$ cat src/rtl/ssd_scan_mux.sv
// Multiplexed scanner for a common-anode seven-segment display with frame-aligned commits.
// Optional leading-zero blanking when SSD_LEADING_ZERO_BLANK_EN is defined.
module ssd_scan_mux #(
   parameter int DIGITS      = 4,
   parameter int REFRESH_DIV = 100000
) (
   input  logic                  clk,
   input  logic                  rst_n,
   input  logic                  value_valid,
   input  logic [4*DIGITS-1:0]   value_in,
   input  logic [DIGITS-1:0]     dp_in,
   output logic [3:0]            digit_bin,
   output logic [DIGITS-1:0]     an,
   output logic                  dp_n,
   output logic                  frame_tick
);

   localparam int PW = $clog2(REFRESH_DIV);
   localparam int IW = $clog2(DIGITS);
   localparam logic [PW-1:0] PLAST = PW'(REFRESH_DIV - 1);
   localparam logic [IW-1:0] ILAST = IW'(DIGITS - 1);

   logic [PW-1:0]          pcnt_q, pcnt_d;
   logic [IW-1:0]          idx_q, idx_d;
   logic [4*DIGITS-1:0]    shadow_val_q, shadow_val_d;
   logic [DIGITS-1:0]      shadow_dp_q, shadow_dp_d;
   logic                   pending_q, pending_d;
   logic [4*DIGITS-1:0]    disp_val_q, disp_val_d;
   logic [DIGITS-1:0]      disp_dp_q, disp_dp_d;
   logic [3:0]             digit_bin_q, digit_bin_d;
   logic [DIGITS-1:0]      an_q, an_d;
   logic                   dp_n_q, dp_n_d;
   logic                   ftick_q, ftick_d;

   logic                   slot_end;
   logic                   boundary;
   logic [DIGITS-1:0]      blank;

   always_ff @(posedge clk or negedge rst_n) begin
      if (!rst_n) begin
         pcnt_q       <= '0;
         idx_q        <= '0;
         shadow_val_q <= '0;
         shadow_dp_q  <= '0;
         pending_q    <= 1'b0;
         disp_val_q   <= '0;
         disp_dp_q    <= '0;
         digit_bin_q  <= '0;
         an_q         <= '1;
         dp_n_q       <= 1'b1;
         ftick_q      <= 1'b0;
      end else begin
         pcnt_q       <= pcnt_d;
         idx_q        <= idx_d;
         shadow_val_q <= shadow_val_d;
         shadow_dp_q  <= shadow_dp_d;
         pending_q    <= pending_d;
         disp_val_q   <= disp_val_d;
         disp_dp_q    <= disp_dp_d;
         digit_bin_q  <= digit_bin_d;
         an_q         <= an_d;
         dp_n_q       <= dp_n_d;
         ftick_q      <= ftick_d;
      end
   end

   assign slot_end = (pcnt_q == PLAST);
   assign boundary = slot_end && (idx_q == ILAST);

   always_comb begin
      pcnt_d = slot_end ? '0 : pcnt_q + PW'(1);
      idx_d  = idx_q;
      if (slot_end) begin
         idx_d = (idx_q == ILAST) ? '0 : idx_q + IW'(1);
      end
   end

   // A strobe on the boundary cycle goes straight to the display, skipping the shadow.
   always_comb begin
      shadow_val_d = shadow_val_q;
      shadow_dp_d  = shadow_dp_q;
      pending_d    = pending_q;
      disp_val_d   = disp_val_q;
      disp_dp_d    = disp_dp_q;
      ftick_d      = boundary;
      if (boundary) begin
         pending_d = 1'b0;
         if (value_valid) begin
            disp_val_d = value_in;
            disp_dp_d  = dp_in;
         end else if (pending_q) begin
            disp_val_d = shadow_val_q;
            disp_dp_d  = shadow_dp_q;
         end
      end else if (value_valid) begin
         shadow_val_d = value_in;
         shadow_dp_d  = dp_in;
         pending_d    = 1'b1;
      end
   end

`ifdef SSD_LEADING_ZERO_BLANK_EN
   always_comb begin
      blank = '0;
      for (int k = 1; k < DIGITS; k++) begin
         blank[k] = ((disp_val_q >> (4 * k)) == '0);
      end
   end
`else
   assign blank = '0;
`endif

   always_comb begin
      logic [DIGITS-1:0] onehot;
      logic              dpsel;
      logic              blk;
      onehot      = '0;
      dpsel       = 1'b0;
      blk         = 1'b0;
      digit_bin_d = '0;
      for (int k = 0; k < DIGITS; k++) begin
         if (idx_q == IW'(k)) begin
            digit_bin_d = disp_val_q[4*k +: 4];
            onehot[k]   = 1'b1;
            dpsel       = disp_dp_q[k];
            blk         = blank[k];
         end
      end
      an_d   = blk ? '1 : ~onehot;
      dp_n_d = blk | ~dpsel;
   end

   assign digit_bin  = digit_bin_q;
   assign an         = an_q;
   assign dp_n       = dp_n_q;
   assign frame_tick = ftick_q;

endmodule

$ cat config.mk
export PLATFORM = sky130hd
export DESIGN_NAME = ssd_scan_mux
export DESIGN_NICKNAME = d
export VERILOG_FILES = /design/src/rtl/ssd_scan_mux.sv
export SDC_FILE = /design/constraint.sdc
export NUM_CORES = 1
export LEC_CHECK = 0
export ABC_AREA = 1
export BUFFER_PORTS_ARGS = -buffer_cell sky130_fd_sc_hd__buf_2
export CAP_MARGIN = 20
export CORE_AREA = 2 2 116 107
export CTS_BUF_LIST = sky130_fd_sc_hd__clkbuf_8 sky130_fd_sc_hd__clkbuf_16
export DETAILED_ROUTE_END_ITERATION = 6
export DIE_AREA = 0 0 118 109
export PLACE_DENSITY = 0.54
export SETUP_SLACK_MARGIN = 0.1
export SLEW_MARGIN = 5
export SYNTH_ARGS = -nofsm -noshare
export SYNTH_HDL_FRONTEND = slang
export SYNTH_SLANG_ARGS = --single-unit
$ cat constraint.sdc
create_clock -name clk -period 2.01 [get_ports clk]
set_clock_uncertainty 0.15 [all_clocks]
set_input_delay 0 -clock clk [delete_from_list [all_inputs] [get_ports clk]]
set_output_delay 0 -clock clk [all_outputs]
set_load 0.01 [all_outputs]
==> flow_metrics.py <==
metrics = {
    "global_route": {
        "grt_pass1_wl_um": 13300,
        "antenna_found_initial": 0,
        "grt_max_degree": 71,
        "first_global_vias": 2710,
        "grtUsageTotal": 0.133,
        "grt.overflow.total": 0,
    },
    "die": {
        "rows": 38,
        "die_h_um": 109,
        "core_area_sq_um": 11700,
        "ios": 33,
        "start_util": 0.292,
        "die_w_um": 118,
        "dieArea_sq_um": 12900,
    },
    "synth": {
        "yosys-top-cells-area": "dfrtp_1 47%, nand2_1 13%, mux2_2 6.6%",
        "synth_edf_count": 0,
        "yosysSeqAreaShare": 0.513,
        "synth_top_family_by_area": "simple AND/OR/NAND/NOR gates",
        "synth_mux_area_frac": 0.0657,
        "synthDominantCellAreaShare": 0.475,
        "synthAdderAreaFrac": 0.0183,
        "syn_avg_cell_area_sq_um": 8.56,
        "synth_xor_area_frac": 0.0179,
        "postSynthCellCount": 400,
        "yosys-top-cells-count": "121 x nand2_1, 65 x dfrtp_1, 37 x nor2_1, 34 x nand3_1, 27 x inv_1",
        "synth_nets": 428,
        "synthesis.area_sq_um": 3430,
        "ys_ff_latch": 70,
        "synth_top_flop_cell": "dfrtp_1",
        "yosys.area_share.simple": 0.289,
        "async_reset_ff_frac": 1.00,
        "yosys.area.top_type": "dfrtp_1",
        "synth_compound_area_frac": 0.0299,
        "synth_most_common_cell": "nand2_1",
        "ys_warn_count": 0,
        "yosysUniqueCellTypes": 24,
    },
    "cells_and_area": {
        "stdcell_area_sq_um": 4440,
        "drive_gt1_frac": 0.217,
        "area_delta_synth_final_pct": 29.7,
        "finalNetCount": 488,
        "fin_util": 0.378,
        "antenna_cells": 0,
    },
    "worst_setup_path": {
        "path_cells": "ha_2 > nand2_4 > nor2_4 > nand3_2 > nor2_4 > nand3_2 > buf_4 > nand2_1 > nand2_1",
        "startpoint_type": "register",
        "slowest_delay_ps": 360,
        "end_kind": "register",
        "worstSetupPathType": "register to register",
        "reg2reg_slack_ps": 190,
        "path_max_fanout": 5,
        "crit_path_top_delay_cell": "dfrtp_1",
        "required_ps": 2080,
        "arrival_ps": 1890,
    },
    "route": {
        "antenna_left": 0,
        "drt-total-wl_um": 8070,
        "wl_per_cell_um": 12.9,
        "dr.pass1.iters": 4,
        "drc_errors": 0,
        "vias": 2820,
        "via_per_inst": 4.51,
        "drt-initial-drc-count": 231,
    },
    "worst_hold_path": {
        "hold_class": "primary input to asynchronous set/reset pin",
    },
    "clocking": {
        "cts_sinks": 70,
        "clock_latency_ps": 340,
        "cts.htree.levels": 3,
        "cts_inserted_buffers": 9,
        "cts_tree": "yes",
        "clockRootBuffer": "clkbuf_16",
        "clkTransAtPathRegs_ps": 50,
        "cts_buffer_depth": 2,
    },
    "place": {
        "post-place-ws_ps": 93.8,
        "gp_congestion": 0.829,
        "post_dp_cell_area_sq_um": 3770,
        "port_buffers": 32,
        "post-dp-hpwl_um": 5220,
    },
    "timing": {
        "setup_slack_ps": 192,
        "min_period_over_period": 0.904,
        "finalSetupTns_ps": 0,
        "maxSlewHeadroom": 0.606,
        "drv_slew": 0,
        "rsz0062_at_grt": "yes",
        "hold_violations": 0,
        "max_freq_mhz": 550,
        "fin_crit_ps": 1820,
        "finalSetupViolations": 0,
        "tightest_slew_ps": 590,
    },
    "job": {
        "maxCapViolCount": 0,
    },
    "pwr": {
        "ir_worst_vdd_mv": 0.348,
        "power_mw": 3.27,
        "p_per_area_nw_per_um2": 735,
        "leakage_nw": 2.20,
    },
    "outcome": {
        "outcome": "finished, final reports clean",
    },
}
==> sequential cells by signal (all words and copies together) (netlist names) <==
register	count
disp_dp_q	4
pcnt_q	17
dp_n	1
disp_val_q	16
pending_q	1
idx_q	2
frame_tick	1
shadow_dp_q	4
shadow_val_q	16
an	4
digit_bin	4
==> final timing paths <==
path,start,depth (start not counted),endpoint
setup / recovery,pcnt_q[0],9,disp_dp_q[3]
hold / removal,rst_n,3,pcnt_q[12]
setup reg to reg,pcnt_q[0],9,disp_dp_q[3]
hold reg to reg,disp_dp_q[3],1,dp_n
max in group asynchronous,rst_n,3,an[3]
min in group clk,value_in[14],4,shadow_val_q[14]
==> final cells by class <==
type | instances | area [sq um]
fillers | 1192 | 7300
well taps | 160 | 200
clock buffers | 11 | 253
inverters | 29 | 109
clock inverters | 5 | 52.6
repair buffers | 69 | 556
flip-flops and latches | 70 | 1760
multi-input cells | 281 | 1520
==> metrics by stage <==
stage	hold slack, ps	std cells
global placement	-96.3	581
detailed placement	-91.8	581
global route	135	625
finish	56.7	625
floorplan	-446	400
CTS	85.5	619
==> what timing repair did <==
action | 4_1_cts | 5_1_grt
endpoints found under the setup margin | 17 | 46
gates resized for setup | 2 | 23
hold endpoints to repair | 111 | 0
hold buffers | 22 | 0
gates cloned | 0 | 4
pin swaps | 0 | 5
buffers inserted | 0 | 2
==> per-layer routing <==
metal  vias to the layer above  part of all wire  track usage
met5                         -                 0            0
met4                         0             0.017       0.0637
met3                         8             0.045       0.0361
met2                        61              0.43        0.187
met1                      1324              0.51        0.188
li1                       1427                 -            -
==> logic make-up (layout without fill, tap and decap cells) <==
group,after synthesis,count (layout)
buffers and inverters,50,114
and+or+nand+nor,229,230
AOI/OAI and AO/OA,19,19
DFF,70,70
xor gates and xnor gates,7,7
muxes,20,20
adders and majority gates,5,5
==> where the power goes <==
part	switching (mW)	internal, mW
clock network	0.579	1.02
logic	0.104	0.102
registers	0.0174	1.45
==> cell usage in the layout, fill, tap and decap left out, drive strengths merged, types with 2 or more instances in the layout <==
master and count:
nor3 7, clkinvlp 2, xor2 7, dfstp 5, nor2 39, dlygate4sd3 22, mux2 20, nand4 25
o21ai 10, a22oi 2, buf 46, nand3 34, inv 31, nand2 123, dfrtp 65, clkbuf 12
a21oi 6, ha 5
==> worst max-delay path: cells and delay by family (launching register included) <==
kind	cells	cell delay, ps
DFF	1	360
and+or+nand+nor	7	770
adders and majority gates	1	210
buffers and inverters	1	220
No activity file was read; power rests on OpenSTA's default activity.
